--- config.mk ---
export PLATFORM = sky130hd
export DESIGN_NAME = uart_tx_fifo_flat
export DESIGN_NICKNAME = d
export VERILOG_FILES = /design/src/rtl/uart_tx_fifo_if.sv /design/src/rtl/uart_tx_fifo.sv /design/src/flat_wrapper.sv
export SDC_FILE = /design/constraint.sdc
export NUM_CORES = 1
export LEC_CHECK = 0
export CAP_MARGIN = 20
export CELL_PAD_IN_SITES_DETAIL_PLACEMENT = 1
export CELL_PAD_IN_SITES_GLOBAL_PLACEMENT = 2
export CORE_UTILIZATION = 35
export DETAILED_ROUTE_END_ITERATION = 12
export PLACE_DENSITY_LB_ADDON = 0.12
export SLEW_MARGIN = 0
export SYNTH_ARGS = -nofsm -noshare
export SYNTH_HDL_FRONTEND = slang
export SYNTH_SLANG_ARGS = --single-unit
--- constraint.sdc ---
create_clock -name ifclk -period 3.2 [get_ports ifclk]
set_input_delay 0.96 -clock ifclk [delete_from_list [all_inputs] [get_ports ifclk]]
set_output_delay 0.96 -clock ifclk [all_outputs]
set_load 0.02 [all_outputs]
--- src/rtl/uart_tx_fifo_if.sv ---
// Byte write handshake from the unpacker and start/busy/done handshake to the
// UART serializer. The FIFO sits on the slave side of both.
interface uart_tx_fifo_if;
  logic       wr;
  logic [7:0] wr_data;
  logic       wr_rdy;
  logic       uart_we;
  logic [7:0] uart_tx_data;
  logic       uart_tx_busy;
  logic       uart_tx_done;

  modport slave (
    input  wr, wr_data, uart_tx_busy, uart_tx_done,
    output wr_rdy, uart_we, uart_tx_data
  );

  modport master (
    output wr, wr_data, uart_tx_busy, uart_tx_done,
    input  wr_rdy, uart_we, uart_tx_data
  );
endinterface

--- src/rtl/uart_tx_fifo.sv ---
// Transmit byte buffer: 2^N-deep FIFO feeding a UART serializer one byte at a
// time, with optional CTS gating of each byte launch.
module uart_tx_fifo #(
  parameter int LOG2_TX_BUFFER_LEN = 4
) (
  input  logic                        ifclk,
  input  logic                        resetb,
  uart_tx_fifo_if.slave               bus,
  input  logic                        clear_tx_buffer,
  input  logic                        cts_en,
  input  logic                        cts_n,
  output logic [LOG2_TX_BUFFER_LEN:0] tx_level,
  output logic                        tx_empty,
  output logic                        tx_overflow
);
  localparam int         N     = LOG2_TX_BUFFER_LEN;
  localparam int         D     = 1 << N;
  localparam logic [N:0] DEPTH = {1'b1, {N{1'b0}}};

  typedef enum logic {IDLE = 1'b0, SEND = 1'b1} state_e;

  state_e       state_q, state_d;
  logic [N-1:0] rp_q, rp_d;
  logic [N-1:0] wp_q, wp_d;
  logic [N:0]   count_q, count_d;
  logic         ovf_q, ovf_d;
  logic         uart_we_q, uart_we_d;
  logic [7:0]   tx_data_q, tx_data_d;
  logic         tx_empty_q, tx_empty_d;
  logic         ready_q, ready_d;
  logic         cts_s1_q, cts_s1_d;
  logic         cts_s2_q, cts_s2_d;
  logic [7:0]   mem_q [D];

  logic full, empty, cts_ok, push, launch;

  assign full   = (count_q == DEPTH);
  assign empty  = (count_q == '0);
  assign cts_ok = !cts_en || !cts_s2_q;
  assign push   = bus.wr && !full && !clear_tx_buffer;
  // A byte must have been queued for a full cycle before it can launch, so a
  // write into an idle buffer reaches the serializer two clocks later.
  assign launch = (state_q == IDLE) && !empty && ready_q && !bus.uart_tx_busy &&
                  cts_ok && !clear_tx_buffer;

  assign cts_s1_d = cts_n;
  assign cts_s2_d = cts_s1_q;
  assign ready_d  = !empty;

  always_comb begin
    state_d   = state_q;
    rp_d      = rp_q;
    wp_d      = wp_q;
    count_d   = count_q;
    ovf_d     = ovf_q;
    uart_we_d = 1'b0;
    tx_data_d = tx_data_q;

    if (clear_tx_buffer) begin
      rp_d    = '0;
      wp_d    = '0;
      count_d = '0;
      ovf_d   = 1'b0;
    end else begin
      if (bus.wr && full) ovf_d = 1'b1;
      if (push) wp_d = wp_q + 1'b1;
      if (launch) begin
        rp_d      = rp_q + 1'b1;
        tx_data_d = mem_q[rp_q];
        uart_we_d = 1'b1;
      end
      if (push && !launch)      count_d = count_q + 1'b1;
      else if (!push && launch) count_d = count_q - 1'b1;
    end

    // SEND only waits for the serializer; a flush does not abort the byte.
    if (state_q == IDLE) begin
      if (launch) state_d = SEND;
    end else begin
      if (bus.uart_tx_done) state_d = IDLE;
    end

    tx_empty_d = (count_d == '0) && (state_d == IDLE);
  end

  always_ff @(posedge ifclk or negedge resetb) begin
    if (!resetb) begin
      state_q    <= IDLE;
      rp_q       <= '0;
      wp_q       <= '0;
      count_q    <= '0;
      ovf_q      <= 1'b0;
      uart_we_q  <= 1'b0;
      tx_data_q  <= 8'h00;
      tx_empty_q <= 1'b1;
      ready_q    <= 1'b0;
      cts_s1_q   <= 1'b1;
      cts_s2_q   <= 1'b1;
    end else begin
      state_q    <= state_d;
      rp_q       <= rp_d;
      wp_q       <= wp_d;
      count_q    <= count_d;
      ovf_q      <= ovf_d;
      uart_we_q  <= uart_we_d;
      tx_data_q  <= tx_data_d;
      tx_empty_q <= tx_empty_d;
      ready_q    <= ready_d;
      cts_s1_q   <= cts_s1_d;
      cts_s2_q   <= cts_s2_d;
    end
  end

  // Storage carries no reset; only slots behind the write pointer are read.
  always_ff @(posedge ifclk) begin
    if (push) mem_q[wp_q] <= bus.wr_data;
  end

  assign bus.wr_rdy       = !full;
  assign bus.uart_we      = uart_we_q;
  assign bus.uart_tx_data = tx_data_q;
  assign tx_level         = count_q;
  assign tx_empty         = tx_empty_q;
  assign tx_overflow      = ovf_q;
endmodule

--- src/flat_wrapper.sv ---
// flat-port wrapper written by rule: the top's interface ports become plain ports
module uart_tx_fifo_flat 
#(
  parameter int LOG2_TX_BUFFER_LEN = 4
)
  (ifclk, resetb, clear_tx_buffer, cts_en, cts_n, tx_level, tx_empty, tx_overflow, bus_wr, bus_wr_data, bus_uart_tx_busy, bus_uart_tx_done, bus_wr_rdy, bus_uart_we, bus_uart_tx_data);
  uart_tx_fifo_if bus_i ();
  input  logic ifclk;
  input  logic resetb;
  input  logic clear_tx_buffer;
  input  logic cts_en;
  input  logic cts_n;
  output logic [LOG2_TX_BUFFER_LEN:0] tx_level;
  output logic tx_empty;
  output logic tx_overflow;
  input wire logic [$bits(bus_i.wr)-1:0] bus_wr;
  input wire logic [$bits(bus_i.wr_data)-1:0] bus_wr_data;
  input wire logic [$bits(bus_i.uart_tx_busy)-1:0] bus_uart_tx_busy;
  input wire logic [$bits(bus_i.uart_tx_done)-1:0] bus_uart_tx_done;
  output wire logic [$bits(bus_i.wr_rdy)-1:0] bus_wr_rdy;
  output wire logic [$bits(bus_i.uart_we)-1:0] bus_uart_we;
  output wire logic [$bits(bus_i.uart_tx_data)-1:0] bus_uart_tx_data;
  assign bus_i.wr = bus_wr;
  assign bus_i.wr_data = bus_wr_data;
  assign bus_i.uart_tx_busy = bus_uart_tx_busy;
  assign bus_i.uart_tx_done = bus_uart_tx_done;
  assign bus_wr_rdy = bus_i.wr_rdy;
  assign bus_uart_we = bus_i.uart_we;
  assign bus_uart_tx_data = bus_i.uart_tx_data;
  uart_tx_fifo #(.LOG2_TX_BUFFER_LEN(LOG2_TX_BUFFER_LEN)) u_core (.ifclk(ifclk), .resetb(resetb), .bus(bus_i), .clear_tx_buffer(clear_tx_buffer), .cts_en(cts_en), .cts_n(cts_n), .tx_level(tx_level), .tx_empty(tx_empty), .tx_overflow(tx_overflow));
endmodule
* Word level (Yosys, flattened, before mapping)
Memory sizes are Yosys's and may differ from the RTL's. A register that Yosys moved wholly into a read port is not among the register bits. Cells that the tools add are included.
Storage, ports and cells: flip-flop bits (word level) 20, bits in latches 0, memory bits (writable) 128, memory bits (read-only) 0, output and inout port bits 17, logic and storage cells 61, memories kept 1
Cells by class: add/sub/neg operators 4, multipliers 0, divide/modulo/power cells 0, order comparisons 0, equality and inequality tests 1, shift-type cells 0, muxes and demuxes 15, bitwise logic cells 3, reduce and logical (&&, ||, !) cells 27
Memory list:
- u_core.mem_q | depth 16, bits a word 8, rd ports 1, clocked after Yosys merged registers in 1, write ports 1, RTL line uart_tx_fifo.sv:33 | logic [7:0] mem_q [D];
Operators by type and width (count):
- 4-bit 2-to-1 mux | 4
- 5-bit 2-to-1 mux | 3
- 1-bit logical AND | 11
- 5-bit zero test | 2
- 1-bit zero test | 9
- 4-bit by 1-bit adder with 4-bit output, second input constant | 2
- 1-bit 2-to-1 mux | 8
- 2-bit nonzero test | 3
- 5-bit by 1-bit adder with 5-bit output, second input constant | 1
- 5-bit equality test, second input constant | 1
- 5-bit by 1-bit subtractor with 5-bit output, second input constant | 1
- 1-bit inverter | 3
- 2-bit AND reduction | 1
- 1-bit logical OR | 1

* Depth between registers and ports, before layout
Gate-level depths: netlist of run 1.
depth after elaboration 13, mapped depth 9

* Least setup slack after synthesis of run 1
OpenSTA, ideal clock, no wires.
kind register to register, start reg u_core.count_q[1], in the netlist u_core.tx_level[1], end mem u_core.mem_q[0][0] (enable), arrival time 2.377 ns, required time 2.817 ns, setup slack 0.440 ns, cell stages (with the launch flop) 9, clock period less this slack 2.760 ns, cell sequence dfrtp_1 > inv_1 > ha_1 > and4bb_2 > inv_1 > nand2_2 > nor2_1 > nand2_1 > nor3_1
Between the ends: longest elaborated chain between the ends 6
RTL lines:
- from (decl) | RTL line uart_tx_fifo.sv:25 | logic [N:0] count_q, count_d;
- from (signal assigned) | RTL line uart_tx_fifo.sv:103 | count_q <= count_d;
- 5-bit equality test | RTL line uart_tx_fifo.sv:37 | assign full = (count_q == DEPTH);
- 1-bit zero test
- via bus_wr_rdy | RTL line flat_wrapper.sv:20 | output wire logic [$bits(bus_i.wr_rdy)-1:0] bus_wr_rdy;
- 1-bit logical AND (2 in series) | RTL line uart_tx_fifo.sv:40 | assign push = bus.wr && !full && !clear_tx_buffer;
- 1-bit 2-to-1 mux | RTL line uart_tx_fifo.sv:116 | if (push) mem_q[wp_q] <= bus.wr_data;
- 1-bit 2-to-1 mux (not written as such) | RTL line uart_tx_fifo.sv:116
- to (decl) | RTL line uart_tx_fifo.sv:33
The timed path passes the listed nets, and every way through them passes these cells.

* Worst setup path in the final report of run 1
start reg u_core.count_q[0], in the netlist u_core.tx_level[0], end out bus_wr_rdy
Between the ends: longest elaborated chain between the ends 2
RTL lines:
- 5-bit equality test | RTL line uart_tx_fifo.sv:37
- 1-bit zero test | RTL line uart_tx_fifo.sv:119 | assign bus.wr_rdy = !full;
- to (decl) | RTL line flat_wrapper.sv:20
Every way passes these cells.

==> summary.txt, run 1 <==
Outcome
  – Status: completed

Floorplanning
  – Initial core utilization: 35.8%
  – Die area: 19000 um^2
  – Rows: 49
  – Die W: 138 um
  – CORE AREA: 18000 um^2
  – Die Height: 138 um
  – I/O pin cnt: 33

Power
  – Switch share: 26.2%
  – Clock Power Share: 37.4%
  – Leak pwr: 0.00262 uW
  – Comb power frac: 17.4%
  – Peak supply drop: 0.423 mV
  – Pwr dens: 684 nW/um^2
  – Internal power: 3890 uW
  – Switch Pwr: 1380 uW
  – Sequential share of power: 45.2%

Cells and area
  – Fin nets: 406
  – Share of cells above drive strength 1: 24.1%
  – FILL cells: 1767
  – Antenna Cells: 0
  – Final instance area: 7690 um^2
  – Storage element area: 4550 um^2
  – P&R area growth vs syn: 19.4%
  – Multi-input logic area: 1730 um^2

Placement
  – I/O Buffers: 32
  – Placed instance area: 7120 um^2
  – GP Congestion: 0.717
  – HPWL Detailed: 8500 um

Synthesis
  – Synth warn: 0
  – Mapped Cells: 323
  – Syn Nets: 347
  – Syn Area/Cell: 20.0 um^2
  – Yosys top cell by area: edfxtp_1
  – Ys flop type: edfxtp_1
  – Sequential-to-total area share from yosys stat: 70.6%
  – Cell area after synthesis: 6440 um^2
  – Area fraction of the dominant cell type after synthesis: 59.6%
  – Post-synth EDFFs: 128
  – Cell variety after synth: 42
  – Top cells by area, synth: edfxtp_1 (60%), dfrtp_1 (9.7%), mux4_1 (7.7%)
  – Ys async rst share: 17.9%
  – FF+latch count, synth: 156

Clocking
  – Clk sinks: 156
  – Max clock buf depth: 2
  – Hold Buf Count CTS: 0
  – Worst skew pair latency: 0.43 ns
  – TritonCTS clock tree: done
  – Clk pin slew, worst setup/hold paths: 0.07 ns
  – Htree depth: 4
  – Clk root buf: clkbuf_16
  – TritonCTS Buffers: 17

Setup path
  – Worst Path Max Fanout: 5
  – Crit path kind: register to primary output
  – Worst EP required: 2.24 ns
  – CP Data Arrival Time: 1.75 ns
  – Startpoint Class: register
  – Reg2reg end: u_core.tx_empty
  – CP startpoint: u_core.tx_level[0]
  – R2R Path Start: u_core.tx_level[0]
  – R2R cell count: 8
  – Critical Path Sink Type: primary output
  – Reg2Reg Setup Slack: 0.73 ns

Timing
  – Crit path time final: 2.71 ns
  – Final setup vio count: 0
  – RSZ-0062 raised after global routing: false
  – Worst slew margin: 53.9%
  – Fin. max-slew vios: 0
  – Final hold viol count: 0
  – Worst-Margin Slew: 0.691 ns
  – Final period util: 84.8%
  – Layout Skew: 0.0101 ns
  – Fmax: 0.369 GHz
  – Setup TNS Final: 0 ns

GRT
  – Vias in the first global route: 3202
  – First-pass GRT wire length: 20100 um
  – Largest net degree at the start of global routing: 36
  – Congestion Overflow GR: 0
  – Total track usage: 15.5%
  – Initial antenna violation count: 0

Drt
  – Via Count: 3108
  – Number of detailed-route iterations in the first pass: 6
  – WL final: 13200 um
  – Starting DRT DRC Count: 174
  – Vias/cell: 4.98
  – Post-DRT Antenna Nets: 0
  – # DRC: 0
  – WL/cell: 21.2 um

Hold path
  – WHS Endpoint: u_core.cts_s2_q
  – Min-Delay Startpoint: u_core.cts_s1_q
  – WHS Path Cells: 0
  – HP Class: register to register

Job
  – Max-cap violations: 0
-- worst max path at each step --
stage	endpoint	slack, ns	cells after the start
final	bus_wr_rdy	0.49	5
after detailed placement	u_core.tx_empty	0.23	6
after floorplan	u_core.mem_q[0][0]	0.44	8
after CTS	bus_wr_rdy	0.06	5
after global routing	bus_wr_rdy	0.37	5
after global placement	u_core.tx_empty	0.32	6
-- area by class of cell --
type	count	share of cell area, %
repair buffers	57	6.80
clock buffers	17	5.53
clock inverters	15	1.95
inverters	8	0.390
well taps	229	3.72
flip-flops and latches	156	59.1
multi-input cells	142	22.5
-- per-stage QoR --
stage                     std cells  utilization (%)  hold WS, ns  setup WS (ns)  total power [uW]
after floorplan                 323                -        0.345          0.440              3020
after global placement          592             39.5        0.352          0.318              3350
after detailed placement        592             39.5        0.350          0.234              3350
after CTS                       624             42.7        0.364         0.0614              5340
after global routing            624             42.7        0.365          0.367              5490
final                           624             42.7        0.361          0.487              5260
-- timing repair --
action                     in CTS  in global routing
setup endpoints to repair       0                  1
buffers inserted                0                  0
gates resized for setup         0                  1
-- worst max-delay path: stages, from the launching register on --
cell and delay (ns):
dfrtp_1 0.42, inv_1 0.11, ha_1 0.23, and4bb_2 0.26, inv_1 0.08, dlymetal6s2s_1 0.22
-- flip-flops by register name, summed over array words and instances, names as in the netlist --
register                 flops
u_core.tx_level              5
u_core.cts_s1_q              1
u_core.cts_s2_q              1
u_core.mem_q               128
u_core.wp_q                  4
u_core.tx_empty              1
u_core.state_q               1
u_core.tx_overflow           1
u_core.rp_q                  4
u_core.bus.uart_tx_data      8
u_core.ready_q               1
u_core.bus.uart_we           1
-- cells in the mapped netlist, types with 2 or more instances --
| cell type | instances |
|---|---|
| inv_1 | 8 |
| o21ai_0 | 3 |
| xor2_1 | 3 |
| mux4_1 | 19 |
| nand2b_1 | 3 |
| ha_1 | 8 |
| mux4_2 | 21 |
| nor3_1 | 5 |
| xnor2_1 | 7 |
| clkbuf_1 | 2 |
| nand3_1 | 4 |
| buf_4 | 4 |
| edfxtp_1 | 128 |
| mux2_4 | 8 |
| buf_1 | 2 |
| a21oi_1 | 6 |
| nor2_1 | 25 |
| buf_2 | 3 |
| buf_6 | 3 |
| nand4_1 | 3 |
| dfstp_2 | 3 |
| dfrtp_1 | 25 |
| mux2i_1 | 3 |
| nand2_1 | 9 |
-- cells by family after synthesis --
| family | count (synthesis) | share of synthesized area, % |
|---|---|---|
| compound gates | 16 | 1.88 |
| xor+xnor | 10 | 1.36 |
| fa+ha+maj | 9 | 1.71 |
| buf+inv | 25 | 2.58 |
| flops | 156 | 70.6 |
| mux | 51 | 17.4 |
| simple gates | 56 | 4.48 |
-- power groups by stage --
stage / Clock, uW / Combinational, uW / Sequential [uW]
floorplan: 0 / 522 / 2500
global placement: 0 / 931 / 2420
detailed placement: 0 / 932 / 2420
CTS: 2030 / 934 / 2380
global route: 2100 / 1000 / 2390
finish: 1970 / 918 / 2380
-- cell usage in the layout (no fill, tap or decap), types with 6 or more instances in the layout --
master	n
ha_1	8
buf_4	24
clkbuf_16	17
inv_6	6
a21oi_1	6
mux2_4	8
edfxtp_1	128
inv_1	8
nand2_1	9
mux4_1	19
nor2_1	25
mux4_2	21
dfrtp_1	24
clkdlybuf4s50_1	31
xnor2_1	7
-- layer usage --
metal | up-vias | part of all wire (%) | global-route usage [%] | wire length, um
met1 | 1630 | 50 | 22.0 | 6610
met5 | - | 0 | 0 | 0
li1 | 1419 | - | - | -
met2 | 49 | 46 | 22.6 | 6060
met3 | 10 | 3.2 | 4.34 | 419
met4 | 0 | 1.1 | 5.25 | 148
No activity file was read; power rests on OpenSTA's default activity.
==> run 2, diff against run 1 <==
Clock period 3.2 ns to 2.8 ns, I/O delays scaled along.
==> run 2 against run 1 <==
Design area rose by 1.6%. Non-clock buffer count rose by 4. Clock power rose by 29%. Via count rose by 1.4%. Cell count rose by 0.64%. Critical path type unchanged. Largest cell class unchanged. Highest routed layer unchanged.
==> summary.txt, run 2 (same netlist as run 1, synthesis figures left out) <==
Job
  – Max-cap violations: 0 (unchanged)

Power
  – Peak supply drop: 0.487 mV (+15%)
  – Leak pwr: 0.00267 uW (+1.9%)
  – Pwr dens: 811 nW/um^2 (+19%)

Cells and area
  – Multi-input logic area: 1730 um^2 (unchanged)
  – Fin nets: 410 (+0.99%)
  – Most frequent cells in the layout: edfxtp_1 (128), clkdlybuf4s50_1 (31), buf_4 (27)
  – Largest Register: u_core.mem_q
  – P&R area growth vs syn: 21.3%
  – Share of cells above drive strength 1: 25.1% (+1.0 points)
  – Max FFs per register: 128 (unchanged)
  – Antenna Cells: 0 (unchanged)
  – Storage element area: 4550 um^2 (unchanged)
  – FILL cells: 1710 (-3.2%)
  – Most common cell after layout, fill and taps aside: edfxtp_1

Drt
  – # DRC: 0 (unchanged)
  – WL final: 13300 um (+0.66%)
  – Post-DRT Antenna Nets: 0 (unchanged)
  – WL/cell: 21.2 um (about the same)
  – Starting DRT DRC Count: 200 (+15%)
  – Via Count: 3150 (+1.4%)
  – Number of detailed-route iterations in the first pass: 4 (-2)
  – Vias/cell: 5.02 (+0.71%)

Setup path
  – Most common cell on crit path: inv_1
  – CP Data Arrival Time: 1.84 ns (+0.09 ns)
  – Startpoint Class: register
  – Critical Path Sink Type: primary output
  – Reg2Reg Setup Slack: 0.39 ns (-0.34 ns)
  – Slowest cell on crit path: dfrtp_1
  – Worst Path Max Fanout: 5 (unchanged)
  – Crit-path max cell delay: 0.42 ns (about the same)
  – CP cell instances: inv_1, ha_1, and4bb_2, inv_1, clkdlybuf4s15_1
  – Crit path kind: register to primary output
  – Worst EP required: 1.96 ns (-0.28 ns)

Timing
  – Final hold viol count: 0 (unchanged)
  – Fmax: 0.374 GHz
  – Hold WS: 0.359 ns (-0.00199 ns)
  – Worst slew margin: 52.4% (-1.5 points)
  – Final setup vio count: 0 (unchanged)
  – Crit path time final: 2.68 ns
  – Setup TNS Final: 0 ns (unchanged)
  – Worst-Margin Slew: 0.713 ns (+0.0225 ns)
  – Layout Skew: 0.0104 ns (+0.000359 ns)
  – RSZ-0062 raised after global routing: false
  – Fin. max-slew vios: 0 (unchanged)
  – Final period util: 95.6%

Floorplanning
  – Initial core utilization: 35.8% (unchanged)
  – Die area: 19000 um^2 (unchanged)
  – CORE AREA: 18000 um^2 (unchanged)
  – Die Height: 138 um (unchanged)
  – Rows: 49 (unchanged)
  – I/O pin cnt: 33 (unchanged)
  – Die W: 138 um (unchanged)

Clocking
  – Clk root buf: clkbuf_16
  – Htree depth: 4 (unchanged)
  – Max clock buf depth: 2 (unchanged)
  – Clk pin slew, worst setup/hold paths: 0.06 ns (about the same)
  – TritonCTS clock tree: done
  – Worst skew pair latency: 0.42 ns (about the same)
  – TritonCTS Buffers: 17 (unchanged)
  – Clk sinks: 156 (unchanged)
  – Setup repair bufs after CTS: 0 (unchanged)

GRT
  – First-pass GRT wire length: 20300 um (+0.65%)
  – Initial antenna violation count: 0 (unchanged)
  – Congestion Overflow GR: 0 (unchanged)
  – Vias in the first global route: 3247 (+1.4%)
  – Largest net degree at the start of global routing: 36 (unchanged)
  – Total track usage: 15.4% (-0.027 points)

Placement
  – GP Congestion: 0.729 (+1.6%)
  – HPWL Detailed: 8970 um (+5.6%)
  – I/O Buffers: 32 (unchanged)

Outcome
  – Status: completed

Hold path
  – HP Class: register to register
run 2: changes by cell type in the layout (fill, tap and decap cells not counted):
cell             previous run  this run
clkinv_2                    1         0
buf_4                      24        27
clkinv_1                    1         0
buf_12                      1         2
dlymetal6s2s_1              1         0
inv_6                       6         3
clkdlybuf4s15_1             0         1
clkinvlp_4                  1         4
bufinv_16                   1         5
inv_8                       3         1
run 2: power breakdown:
part / switching (uW) / internal [uW]
combinational: 504 / 563
sequential: 85.0 / 2640
clock: 947 / 1600
total: 1540 / 4800
run 2: final timing paths:
check / from / endpoint / cells after the start
max in group asynchronous: resetb / u_core.cts_s2_q / 2
setup reg to reg: u_core.tx_level[0] / u_core.mem_q[8][6] / 10
hold / removal: u_core.cts_s1_q / u_core.cts_s2_q / 0
min in group asynchronous: resetb / u_core.ready_q / 2
setup / recovery: u_core.tx_level[0] / bus_wr_rdy / 5
hold reg to reg: u_core.cts_s1_q / u_core.cts_s2_q / 0
run 2: stage by stage:
| stage | setup slack [ns] | std cells | power, uW | utilization, % | area, um^2 |
|---|---|---|---|---|---|
| floorplan | 0.0398 | 323 | 3450 | - | 6440 |
| global placement | 0.0746 | 596 | 3850 | 39.7 | 7160 |
| detailed placement | 0.0499 | 596 | 3860 | 39.7 | 7160 |
| CTS | 0.0454 | 628 | 6420 | 43.4 | 7820 |
| global route | 0.0102 | 628 | 6600 | 43.4 | 7820 |
| finish | 0.123 | 628 | 6340 | 43.4 | 7820 |
run 2: cell type report:
class                   count  area share, %
multi-input cells         142           22.1
clock inverters            15           3.01
flip-flops and latches    156           58.2
clock buffers              17           5.44
well taps                 229           3.66
repair buffers             61           7.20
inverters                   8          0.384
run 2: worst max-delay path: cells and delay by family, from the launching register on:
kind	cells	cell delay, ns
fa+ha+maj	1	0.25
buf+inv	3	0.50
flops	1	0.42
simple gates	1	0.26
run 2: timing repair:
action | CTS | global route
hold endpoints to repair | 0 | 0
endpoints found under the setup margin | 1 | 1
hold buffers | 0 | 0
resized for setup | 1 | 1
run 2: per-layer routing:
layer / up-vias / share of wire, % / wire length (um) / track usage (%)
met4: 0 / 0.65 / 86 / 4.35
li1: 1420 / - / - / -
met5: - / 0 / 0 / 0
met3: 4 / 4.0 / 538 / 4.56
met1: 1664 / 51 / 6780 / 22.8
met2: 62 / 44 / 5920 / 21.9
==> run 3, diff against run 2 <==
Settings changed: CELL_PAD_IN_SITES_GLOBAL_PLACEMENT 2 to 1.
==> run 3 against run 2 <==
Maximum frequency decreased by 0.51%. Via count fell by 0.63%. Clock power down 16%. Sequential share of layout area increased by 0.99 points. Utilization is 0.73 points lower. Cell count down 0.48%. Worst hold slack barely moved. Register-to-register slack worse by 0.09 ns. Sequential power barely moved. Critical path type unchanged. Critical endpoint unchanged. Largest power group unchanged.
==> summary.txt, run 3 (same netlist as run 1, synthesis figures left out) <==
Outcome
  – Status: completed

Hold path
  – WHS Endpoint: u_core.cts_s2_q
  – HP Class: register to register
  – WHS Path Cells: 0 (unchanged)
  – Min-Delay Startpoint: u_core.cts_s1_q

Floorplanning
  – Die Height: 138 um (unchanged)
  – I/O pin cnt: 33 (unchanged)
  – Die area: 19000 um^2 (unchanged)
  – CORE AREA: 18000 um^2 (unchanged)
  – Die W: 138 um (unchanged)
  – Initial core utilization: 35.8% (unchanged)
  – Rows: 49 (unchanged)

Clocking
  – Clk sinks: 156 (unchanged)
  – TritonCTS clock tree: done
  – Clk pin slew, worst setup/hold paths: 0.07 ns (about the same)
  – Setup repair bufs after CTS: 0 (unchanged)
  – Hold Buf Count CTS: 0 (unchanged)
  – Clk root buf: clkbuf_16
  – Worst skew pair latency: 0.43 ns (about the same)
  – TritonCTS Buffers: 17 (unchanged)
  – Htree depth: 4 (unchanged)
  – Max clock buf depth: 2 (unchanged)

Cells and area
  – Largest Register: u_core.mem_q
  – Most common cell after layout, fill and taps aside: edfxtp_1
  – FILL cells: 1755 (+2.6%)
  – Max FFs per register: 128 (unchanged)
  – Antenna Cells: 0 (unchanged)
  – P&R area growth vs syn: 19.3%
  – Fin nets: 407 (-0.73%)
  – Share of cells above drive strength 1: 24.0% (-1.1 points)
  – Most frequent cells in the layout: edfxtp_1 (128), clkdlybuf4s50_1 (31), nor2_1 (25)

Timing
  – RSZ-0062 raised after global routing: false
  – Final period util: 96.1% (+0.49 points)
  – Layout Skew: 0.0119 ns (+0.00150 ns)
  – Worst slew margin: 54.8% (+2.4 points)
  – Fmax: 0.372 GHz (-0.51%)
  – Crit path time final: 2.69 ns (+0.0136 ns)
  – Final setup vio count: 0 (unchanged)
  – Worst-Margin Slew: 0.678 ns (-0.0355 ns)
  – Setup TNS Final: 0 ns (unchanged)
  – Fin. max-slew vios: 0 (unchanged)
  – Final hold viol count: 0 (unchanged)

Setup path
  – Reg2reg end: u_core.mem_q[3][6]
  – Worst Path Max Fanout: 5 (unchanged)
  – Crit-path max cell delay: 0.42 ns (about the same)
  – Most common cell on crit path: inv_1
  – R2R Path Start: u_core.tx_level[0]
  – CP Data Arrival Time: 1.85 ns (about the same)
  – CP cell instances: inv_1, ha_1, and4bb_2, inv_1, clkdlybuf4s15_1
  – Slowest cell on crit path: dfrtp_1
  – Worst EP required: 1.96 ns (about the same)
  – Critical Path Sink Type: primary output
  – Startpoint Class: register
  – Crit path kind: register to primary output
  – Reg2Reg Setup Slack: 0.30 ns (-0.09 ns)
  – R2R cell count: 10 (unchanged)

GRT
  – Congestion Overflow GR: 0 (unchanged)
  – Vias in the first global route: 3322 (+2.3%)
  – First-pass GRT wire length: 20300 um (+0.31%)
  – Largest net degree at the start of global routing: 36 (unchanged)
  – Total track usage: 15.4% (-0.068 points)
  – Initial antenna violation count: 0 (unchanged)

Drt
  – Via Count: 3130 (-0.63%)
  – # DRC: 0 (unchanged)
  – WL final: 13100 um (-2.1%)
  – Starting DRT DRC Count: 167 (-17%)
  – WL/cell: 20.9 um (-1.6%)
  – Number of detailed-route iterations in the first pass: 4 (unchanged)
  – Vias/cell: 5.01 (-0.16%)
  – Post-DRT Antenna Nets: 0 (unchanged)

Power
  – Switch share: 25.2% (+0.97 points)
  – Sequential share of power: 45.8% (+2.8 points)
  – Pwr dens: 772 nW/um^2 (-4.8%)
  – Clock Power Share: 36.3% (-3.9 points)
  – Comb power frac: 17.9% (+1.1 points)
  – Pwr Total: 5930 uW (-6.4%)
  – Switch Pwr: 1500 uW (-2.6%)
  – Internal power: 4440 uW (-7.6%)
  – Leak pwr: 0.00262 uW (-1.7%)
  – Peak supply drop: 0.500 mV (+2.7%)

Placement
  – HPWL Detailed: 8600 um (-4.1%)
  – I/O Buffers: 32 (unchanged)
  – GP Congestion: 0.704 (-3.5%)

Job
  – Max-cap violations: 0 (unchanged)
[run 3: changes by cell type in the layout (fill, tap and decap cells not counted), sizes merged]
cell and delta:
bufinv -5, inv +1, clkbuf +7, buf -3
clkinv +1, clkinvlp -4
[run 3: how the worst max path moves through the flow]
| stage | from | to | slack (ns) | cells past startpoint |
|---|---|---|---|---|
| after floorplan | u_core.tx_level[1] | u_core.mem_q[0][0] | 0.04 | 8 |
| after global placement | cts_en | u_core.bus.uart_tx_data[2] | 0.12 | 4 |
| after detailed placement | cts_en | u_core.tx_empty | 0.04 | 6 |
| after CTS | u_core.tx_level[0] | bus_wr_rdy | 0.06 | 5 |
| after global routing | u_core.tx_level[0] | bus_wr_rdy | 0.008 | 5 |
| final | u_core.tx_level[0] | bus_wr_rdy | 0.11 | 5 |
[run 3: area by class of cell]
type / count / area, um^2 / area share, %
clock inverter: 8 / 57.6 / 0.749
timing repair buffer: 58 / 541 / 7.03
inverter: 8 / 30.0 / 0.391
multi-input combinational: 142 / 1730 / 22.5
tap: 229 / 287 / 3.73
sequential: 156 / 4550 / 59.2
clock buffer: 24 / 494 / 6.43
[run 3: worst max-delay path: cells and delay by family (launching register included)]
family                   cells  cell delay (ns)
AND/OR/NAND/NOR              1             0.27
adder cells (fa/ha/maj)      1             0.24
buffers and inverters        3             0.50
flip-flops                   1             0.42
[run 3: per-stage QoR]
step	area [um^2]	worst slack, ns	hold WS (ns)	cells	util (%)
2_1_floorplan	6440	0.0398	0.345	323	-
3_3_place_gp	7140	0.119	0.350	593	39.6
3_5_place_dp	7140	0.0436	0.347	593	39.6
4_1_cts	7690	0.0599	0.361	625	42.6
5_1_grt	7690	0.00837	0.364	625	42.7
6_report	7690	0.109	0.360	625	42.7
[run 3: routing by layer]
layer	GRT usage, %	wire [um]	vias to the layer above
li1	-	-	1410
met1	21.6	6520	1670
met2	22.8	6010	40
met3	4.45	385	10
met4	4.89	136	0
met5	0	0	-
[run 3: what timing repair did]
action	CTS	global route
gates resized for setup	1	1
setup endpoints to repair	1	1
hold endpoints to repair	0	0
pin swaps	0	0
gates cloned	0	0
[run 3: power groups by stage]
stage,combinational [uW],clock [uW],sequential (uW)
after floorplan,596,0,2860
after global placement,1070,0,2760
after detailed placement,1070,0,2770
after CTS,1080,2200,2720
after global routing,1150,2290,2730
final,1060,2150,2720
